<file path="src/rtl/core_sequencer_if.sv">
// Start/halt handshake, ROM fetch and datapath strobe bundle between the
// sequencer (master) and the rest of the core (slave).
interface core_sequencer_if #(
    parameter int INSTR_W = 9,
    parameter int PC_W    = 8,
    parameter int CNT_W   = 16
);
    logic               start;
    logic [INSTR_W-1:0] instr;
    logic               branch_cond;
    logic               mem_ready;
    logic [PC_W-1:0]    pc;
    logic [INSTR_W-1:0] ir;
    logic               alu_en;
    logic               reg_we;
    logic               mem_re;
    logic               mem_we;
    logic               halt;
    logic [CNT_W-1:0]   cycle_count;
    logic [CNT_W-1:0]   instr_count;

    modport master (
        input  start, instr, branch_cond, mem_ready,
        output pc, ir, alu_en, reg_we, mem_re, mem_we, halt,
               cycle_count, instr_count
    );

    modport slave (
        output start, instr, branch_cond, mem_ready,
        input  pc, ir, alu_en, reg_we, mem_re, mem_we, halt,
               cycle_count, instr_count
    );
endinterface

</file>
<file path="src/rtl/core_sequencer.sv">
// Multi-cycle control sequencer: owns pc, ir and the phase FSM, and issues
// one-cycle strobes to the register file, ALU and data memory.
module core_sequencer #(
    parameter int          INSTR_W  = 9,
    parameter int          PC_W     = 8,
    parameter int unsigned START_PC = 0,
    parameter int          CNT_W    = 16
) (
    input logic              clk,
    input logic              reset,
    core_sequencer_if.master bus
);

    typedef enum logic [2:0] {
        S_IDLE, S_FETCH, S_DECODE, S_EXEC, S_MEM, S_WB, S_HALTED
    } state_e;

    typedef enum logic [2:0] {
        OP_ALU_REG = 3'd0, OP_ALU_IMM = 3'd1, OP_LOAD = 3'd2, OP_STORE = 3'd3,
        OP_BRANCH  = 3'd4, OP_JUMP    = 3'd5, OP_NOP  = 3'd6, OP_HALT  = 3'd7
    } opcode_e;

    state_e             state_q, state_d;
    logic [PC_W-1:0]    pc_q, pc_d;
    logic [INSTR_W-1:0] ir_q, ir_d;
    logic               halt_q, halt_d;
    logic [CNT_W-1:0]   cycle_q, cycle_d;
    logic [CNT_W-1:0]   instr_cnt_q, instr_cnt_d;

    logic               alu_en, reg_we, mem_re, mem_we, retire;
    opcode_e            opcode;
    logic [PC_W-1:0]    pc_inc, pc_rel;

    assign opcode = opcode_e'(ir_q[INSTR_W-1 -: 3]);
    assign pc_inc = pc_q + PC_W'(1);
    // Offset is a 6-bit two's-complement field; the add wraps modulo 2^PC_W.
    assign pc_rel = pc_q + {{(PC_W-6){ir_q[5]}}, ir_q[5:0]};

    // NOTE: every variable written here gets a default first, so no path
    // through the case statement can leave one unassigned and infer a latch.
    always_comb begin
        state_d     = state_q;
        pc_d        = pc_q;
        ir_d        = ir_q;
        halt_d      = halt_q;
        cycle_d     = cycle_q;
        instr_cnt_d = instr_cnt_q;
        alu_en      = 1'b0;
        reg_we      = 1'b0;
        mem_re      = 1'b0;
        mem_we      = 1'b0;
        retire      = 1'b0;

        if (state_q inside {S_FETCH, S_DECODE, S_EXEC, S_MEM, S_WB} && cycle_q != '1)
            cycle_d = cycle_q + CNT_W'(1);

        case (state_q)
            S_IDLE: begin
                if (bus.start) begin
                    state_d     = S_FETCH;
                    pc_d        = PC_W'(START_PC);
                    cycle_d     = '0;
                    instr_cnt_d = '0;
                    halt_d      = 1'b0;
                end
            end
            S_FETCH: begin
                ir_d    = bus.instr;
                state_d = S_DECODE;
            end
            S_DECODE: begin
                if (opcode == OP_HALT) begin
                    state_d = S_HALTED;
                    halt_d  = 1'b1;
                end else begin
                    state_d = S_EXEC;
                end
            end
            S_EXEC: begin
                alu_en = 1'b1;
                case (opcode)
                    OP_ALU_REG, OP_ALU_IMM: state_d = S_WB;
                    OP_LOAD, OP_STORE:      state_d = S_MEM;
                    OP_BRANCH: begin
                        pc_d   = bus.branch_cond ? pc_rel : pc_inc;
                        retire = 1'b1;
                    end
                    OP_JUMP: begin
                        pc_d   = pc_rel;
                        retire = 1'b1;
                    end
                    default: begin
                        pc_d   = pc_inc;
                        retire = 1'b1;
                    end
                endcase
            end
            S_MEM: begin
                mem_re = (opcode == OP_LOAD);
                mem_we = (opcode != OP_LOAD);
                if (bus.mem_ready) begin
                    if (opcode == OP_LOAD) begin
                        state_d = S_WB;
                    end else begin
                        pc_d   = pc_inc;
                        retire = 1'b1;
                    end
                end
            end
            S_WB: begin
                reg_we = 1'b1;
                pc_d   = pc_inc;
                retire = 1'b1;
            end
            S_HALTED: begin
                if (!bus.start)
                    state_d = S_IDLE;
            end
            default: state_d = S_IDLE;
        endcase

        if (retire) begin
            instr_cnt_d = instr_cnt_q + CNT_W'(1);
            state_d     = S_FETCH;
        end
    end

    // NOTE: state registers use non-blocking assignments so every flop
    // samples the pre-edge value regardless of statement order.
    always_ff @(posedge clk or posedge reset) begin
        if (reset) begin
            state_q     <= S_IDLE;
            pc_q        <= PC_W'(START_PC);
            ir_q        <= '0;
            halt_q      <= 1'b0;
            cycle_q     <= '0;
            instr_cnt_q <= '0;
        end else begin
            state_q     <= state_d;
            pc_q        <= pc_d;
            ir_q        <= ir_d;
            halt_q      <= halt_d;
            cycle_q     <= cycle_d;
            instr_cnt_q <= instr_cnt_d;
        end
    end

    // Strobes decode straight from state, so an async reset drops them at once.
    assign bus.pc          = pc_q;
    assign bus.ir          = ir_q;
    assign bus.alu_en      = alu_en;
    assign bus.reg_we      = reg_we;
    assign bus.mem_re      = mem_re;
    assign bus.mem_we      = mem_we;
    assign bus.halt        = halt_q;
    assign bus.cycle_count = cycle_q;
    assign bus.instr_count = instr_cnt_q;

endmodule

</file>
<file path="src/flat_wrapper.sv">
// flat-port wrapper written by rule: the top's interface ports become plain ports
module core_sequencer_flat 
#(
    parameter int          INSTR_W  = 9,
    parameter int          PC_W     = 8,
    parameter int unsigned START_PC = 0,
    parameter int          CNT_W    = 16
)
  (clk, reset, bus_start, bus_instr, bus_branch_cond, bus_mem_ready, bus_pc, bus_ir, bus_alu_en, bus_reg_we, bus_mem_re, bus_mem_we, bus_halt, bus_cycle_count, bus_instr_count);
  core_sequencer_if #(.INSTR_W(INSTR_W), .PC_W(PC_W), .CNT_W(CNT_W)) bus_i ();
  input logic clk;
  input logic reset;
  input wire logic [$bits(bus_i.start)-1:0] bus_start;
  input wire logic [$bits(bus_i.instr)-1:0] bus_instr;
  input wire logic [$bits(bus_i.branch_cond)-1:0] bus_branch_cond;
  input wire logic [$bits(bus_i.mem_ready)-1:0] bus_mem_ready;
  output wire logic [$bits(bus_i.pc)-1:0] bus_pc;
  output wire logic [$bits(bus_i.ir)-1:0] bus_ir;
  output wire logic [$bits(bus_i.alu_en)-1:0] bus_alu_en;
  output wire logic [$bits(bus_i.reg_we)-1:0] bus_reg_we;
  output wire logic [$bits(bus_i.mem_re)-1:0] bus_mem_re;
  output wire logic [$bits(bus_i.mem_we)-1:0] bus_mem_we;
  output wire logic [$bits(bus_i.halt)-1:0] bus_halt;
  output wire logic [$bits(bus_i.cycle_count)-1:0] bus_cycle_count;
  output wire logic [$bits(bus_i.instr_count)-1:0] bus_instr_count;
  assign bus_i.start = bus_start;
  assign bus_i.instr = bus_instr;
  assign bus_i.branch_cond = bus_branch_cond;
  assign bus_i.mem_ready = bus_mem_ready;
  assign bus_pc = bus_i.pc;
  assign bus_ir = bus_i.ir;
  assign bus_alu_en = bus_i.alu_en;
  assign bus_reg_we = bus_i.reg_we;
  assign bus_mem_re = bus_i.mem_re;
  assign bus_mem_we = bus_i.mem_we;
  assign bus_halt = bus_i.halt;
  assign bus_cycle_count = bus_i.cycle_count;
  assign bus_instr_count = bus_i.instr_count;
  core_sequencer #(.INSTR_W(INSTR_W), .PC_W(PC_W), .START_PC(START_PC), .CNT_W(CNT_W)) u_core (.clk(clk), .reset(reset), .bus(bus_i));
endmodule
</file>
<file path="config.mk">
export PLATFORM = sky130hd
export DESIGN_NAME = core_sequencer_flat
export DESIGN_NICKNAME = d
export VERILOG_FILES = /design/src/rtl/core_sequencer_if.sv /design/src/rtl/core_sequencer.sv /design/src/flat_wrapper.sv
export SDC_FILE = /design/constraint.sdc
export NUM_CORES = 1
export LEC_CHECK = 0
export BUFFER_PORTS_ARGS = -buffer_cell sky130_fd_sc_hd__buf_2
export CAP_MARGIN = 15
export CORE_ASPECT_RATIO = 1.75
export CORE_MARGIN = 3
export CORE_UTILIZATION = 54
export CTS_CLUSTER_DIAMETER = 40
export DETAILED_ROUTE_END_ITERATION = 6
export GPL_TIMING_DRIVEN = 0
export PLACE_DENSITY = 0.79
export SLEW_MARGIN = 20
export SYNTH_ARGS = -nofsm -noshare
export SYNTH_HDL_FRONTEND = slang
export SYNTH_SLANG_ARGS = --single-unit
</file>
<file path="constraint.sdc">
create_clock -name clk -period 2.6 [get_ports clk]
set_input_delay 0.52 -clock clk [delete_from_list [all_inputs] [get_ports clk]]
set_output_delay 0.52 -clock clk [all_outputs]
set_load 0.02 [all_outputs]
</file>
Yosys cells after proc, flatten, opt, wreduce, memory -nomap -nowiden:

Index checks and enable logic that the tools add are counted.
W data, S select, Z words.

* flip-flop bits (word level): 53
* latch bits: 0
* memory bits (writable): 0
* bits in read-only memories: 0
* output and inout bits: 54
* logic and storage cells: 81
* memories: 0

* $add $sub $neg: 4
* multipliers: 0
* div/mod/pow operators: 0
* order comparisons: 0
* equality and inequality tests: 25
* shift-type cells: 0
* mux-type cells: 31
* bitwise operators: 0
* reductions and logical operators: 15

Operator list (number)
* $mux W16: 6
* $add A16 B1 Y16 const B: 2
* $mux W8: 4
* $pmux W8 S4: 1
* $pmux W8 S3: 1
* $pmux W3 S7: 1
* $eq A3 B3 Y1 const B: 6
* $mux W3: 6
* $ne A16 B16 Y1 const B: 1
* $ne A3 B2 Y1 const B: 5
* $eq A3 B2 Y1 const B: 4
* $ne A2 B2 Y1 const B: 5
* $mux W1: 9
* $add A8 B1 Y8 const B: 1
* $add A8 B8 Y8: 1
* $eq A3 B1 Y1 const B: 2
* $logic_not A3 Y1: 2
* $pmux W3 S2: 1
* $reduce_and A6 Y1: 1
* $reduce_bool A2 Y1: 3
* $reduce_and A5 Y1: 1
* $reduce_bool A5 Y1: 1
* $ne A4 B3 Y1 const B: 1
* $reduce_bool A4 Y1: 1
* other kinds (8): 9

Logic depth before layout (Yosys ltp):

* word-level depth: 6
* mapped depth: 7
* depth with buffers taken out: 7

Worst setup path after synthesis:

No wires, ideal clock.

* path type: reg2reg
* start: reg u_core.pc_q[0] (netlist: u_core.bus.pc[0])
* end: reg u_core.pc_q[6] (netlist: u_core.bus.pc[6])
* arrival: 1.883 ns
* path slack: 0.579 ns
* stages on the path, launching flop included: 8
* path buffers: 0
* clock period less this slack: 2.021 ns
* path through: dfrtp_1 > ha_1 > fa_1 > a211oi_1 > o21ai_0 > a21oi_1 > xor2_1 > o221ai_1

* longest elaborated chain between the ends: 4
* elaborated cells on any way between the ends: 7
* those cells by class: 2 x add/sub; 5 x mux

RTL lines
* start: declaration: line core_sequencer.sv:24 `logic [PC_W-1:0] pc_q, pc_d;`
* start signal: assignment: line core_sequencer.sv:133 `pc_q <= PC_W'(START_PC);`
* start signal: assignment: line core_sequencer.sv:140 `pc_q <= pc_d;`
* $add A8 B1 Y8 / $add A8 B8 Y8 (equally long branches): line core_sequencer.sv:35, core_sequencer.sv:37
* $mux W8 (on tied branches): line core_sequencer.sv:85, core_sequencer.sv:102
* $pmux W8 S3 / $mux W8 (equally long branches): line core_sequencer.sv:81, core_sequencer.sv:101
* $pmux W8 S4 *: line core_sequencer.sv:57 `case (state_q)`

Mark *: on every way between the ends. The rest lies on a longest branch, timed or not. The select of a mux whose other input is x is not followed.
A chain may end at the register's enable or synchronous reset.

Worst setup path in the final report:

* start: reg u_core.ir_q[8] (netlist: u_core.bus.ir[8])
* end: out bus_mem_re

* longest elaborated chain between the ends: 2

RTL lines
* start: declaration: line core_sequencer.sv:25 `logic [INSTR_W-1:0] ir_q, ir_d;`
* start signal: assignment: line core_sequencer.sv:141 `ir_q <= ir_d;`
* $eq A3 B2 Y1: line core_sequencer.sv:99 `mem_re = (opcode == OP_LOAD);`
* $mux W1: line core_sequencer.sv:57
* end: declaration: line flat_wrapper.sv:21 `output wire logic [$bits(bus_i.mem_re)-1:0] bus_mem_re;`

Every way passes these cells.

==> reports/metrics.csv <==
stage;metric;value;unit
logic_synthesis;ys_ff_latch;53;
placed_design;io_buffers;67;
worst_setup_path;critPathKind;reg2out;
die;ioPinCount;68;
run;maxCapViolCount;0;
worst_setup_path;cp.required;2080;ps
logic_synthesis;syn_inst;338;
clock_tree;cts-htree-levels;2;
die;die-area;6943;sq um
power;p_per_area;1075;nW/um^2
route;routedWlPerCell;15.36;um
die;num_rows;36;
global_routing;grt_overflow;0;
sta;fin_skew;7.492;ps
route;wl_met2;4049;um
logic_synthesis;yosys_warnings;0;
clock_tree;clock_sinks;53;
clock_tree;clk-insertion-delay-late;310;ps
route;totalWireLength;7528;um
logic_synthesis;yosysTopAreaCellShare;0.4131;
sta;rsz0062_at_grt;no;
worst_setup_path;end_kind;primary output;
logic_synthesis;synth_compound_area_frac;0.1828;
logic_synthesis;synth_common_cells;dfrtp_1 (53), nand2_1 (40), a21oi_1 (27);
route;route.met3.wl;318;um
power;total_power;0.004043;W
sta;setup_viol;0;
route;top_layer;met4;
logic_synthesis;yosysMostFrequentCell;dfrtp_1;
route;first_pass_iters;4;
sta;fin_crit;2275;ps
logic_synthesis;synth_adder_area_share;0.04521;
layout;fillers;504;
logic_synthesis;ys_top_cells_by_area;dfrtp_1 (41%), mux2i_1 (5.9%), nand2_1 (4.7%);
sta;fin_crit_sh;0.8750;
route;viasPerCell;5.890;
logic_synthesis;synth_largest_area_cell;dfrtp_1;
logic_synthesis;synth.net_count;363;
die;start_util;0.5657;
logic_synthesis;synth_top_family_by_area;simple AND/OR/NAND/NOR gates;
hold_path;hold_path.class;in2async;
route;vias;2886;
logic_synthesis;yosys-mux-area-fraction;0.08730;
layout;seq_area;1326;sq um
logic_synthesis;synth-edff-count;0;
sta;hold_viol;0;
logic_synthesis;syn_area_per_cell;9.499;sq um
logic_synthesis;synth_cell_types;58;
logic_synthesis;synth_seq_area_share;0.4131;
worst_setup_path;cp_max_fo;8;
clock_tree;ctsLongestPathBuffers;2;
clock_tree;cts_hold_buf;0;
clock_tree;clkTransAtPathRegs;100;ps
sta;setup_tns;0;ps
clock_tree;cts_tree;built;
clock_tree;post_cts_buffers;0;
placed_design;gp_congestion;0.9287;
logic_synthesis;synth_xor_area_frac;0.02728;
logic_synthesis;synthArstFlopShare;1.000;
logic_synthesis;syn_area;3211;sq um
global_routing;grt_max_degree;32;
power;vdd_ir_drop_max;0.6889;mV
clock_tree;post_cts_resize_count;0;
route;drc;0;
logic_synthesis;synthSimpleGateAreaFrac;0.2147;
power;p_leak;1.903;nW
layout;nets;438;
sta;fmax;439.6;MHz
sta;report.final.slew_viol_count;0;
route;wl_met1;2926;um
clock_tree;clock-root-buffer;clkbuf_8;
placed_design;dpl.hpwl;5767;um
sta;tightest_slew;706.3;ps
logic_synthesis;synth_ff_type;dfrtp_1;
die;fp.dieW;64.29;um
global_routing;antenna_found_initial;0;
route;ant_nets;0;
sta;max_slew_margin;0.5284;
layout;drive_above_1_share;0.2464;
die;die_h;108;um
global_routing;track_usage;0.2208;
clock_tree;tritoncts.num_buffers;5;
route;drt_iter0_markers;157;
worst_setup_path;start_kind;register;
layout;n_antenna_cell;0;
status;outcome;completed;
global_routing;grt_pass1_vias;2703;
worst_setup_path;worst_ep_arrival_time;1750;ps
global_routing;grt_first_pass_wirelength;12340;um
die;coreArea;5675;sq um
layout;area_growth;17.15;%
layout;multi_input_area;1794;sq um
[critical path, stage by stage, from the launching register on]
cell     delay (ps)
dfrtp_1         460
or3b_2          560
nor3_4          220
buf_2           210
[metrics by stage]
step	std cells	hold WS (ps)	setup WS (ps)	util	cell area, sq um
after detailed placement	482	464.1	424.9	0.6464	3669
after CTS	490	336.9	301.8	0.6618	3756
final	490	313.9	325.1	0.6627	3761
after floorplan	338	583.9	578.7	-	3211
after global placement	481	454.7	110.6	0.6415	3641
after global routing	490	359.9	243.8	0.6627	3761
[worst paths after layout]
check	slack [ps]	to	cells after the start	start
max in group asynchronous	1720	u_core.bus.pc[5]	3	reset
min in group clk	430	u_core.bus.ir[7]	3	bus_instr[7]
max reg2reg	420	u_core.bus.pc[6]	7	u_core.bus.pc[0]
min reg2reg	480	u_core.bus.instr_count[15]	1	u_core.bus.instr_count[15]
min	310	u_core.bus.cycle_count[11]	2	reset
max	330	bus_mem_re	3	u_core.bus.ir[8]
[layout make-up]
type | instances | area share
multi-input cells | 265 | 0.4770
plain buffers | 12 | 0.01730
repair buffers | 68 | 0.09647
well taps | 76 | 0.02528
inverters | 8 | 0.007984
clock inverters | 2 | 0.003992
clock buffers | 6 | 0.01929
flip-flops and latches | 53 | 0.3526
[metal layers]
metal,up-vias,track usage
li1,1401,-
met1,1388,0.2459
met2,77,0.4142
met3,20,0.02703
met4,0,0.09380
met5,-,0
[cells in the final DEF, fill, tap and decap left out, types with 3 or more instances in the layout]
cell	synthesis	final
clkbuf_1	6	7
nand2b_1	3	3
inv_1	8	7
xor2_1	3	3
o221ai_1	3	3
and4_1	4	4
a22o_1	3	3
o21ai_1	8	8
a21oi_1	27	27
and3_1	9	9
nand3_1	21	21
a31oi_1	4	4
xnor2_1	7	7
and2_1	6	6
o21ai_0	14	14
ha_1	10	10
nor2_1	19	19
or4_1	3	3
nand2_1	40	40
buf_2	4	71
mux2i_1	19	19
mux2_2	8	8
nand4_1	8	8
dfrtp_1	53	53
a21o_1	4	4
clkbuf_8	0	5
[cell families after synthesis]
group / Yosys count
flip-flops: 53
AND/OR/NAND/NOR: 130
XOR/XNOR: 10
adder cells (fa/ha/maj): 11
multiplexers: 27
buffers and inverters: 20
AO/OA/AOI/OAI: 87
[state kept, by name, indices dropped and copies added, names as in the netlist]
register / count
u_core.bus.halt: 1
u_core.state_q: 3
u_core.bus.pc: 8
u_core.bus.cycle_count: 16
u_core.bus.ir: 9
u_core.bus.instr_count: 16
[report_power, final]
group	switching (W)	internal, W	total [W]	leakage [nW]
Clock	0.000273	0.000190	0.000463	0.0374
Combinational	0.00133	0.000911	0.00224	1.17
Sequential	0.000304	0.00104	0.00134	0.699
Total	0.00190	0.00214	0.00404	1.90
No activity file was read; power rests on OpenSTA's default activity.
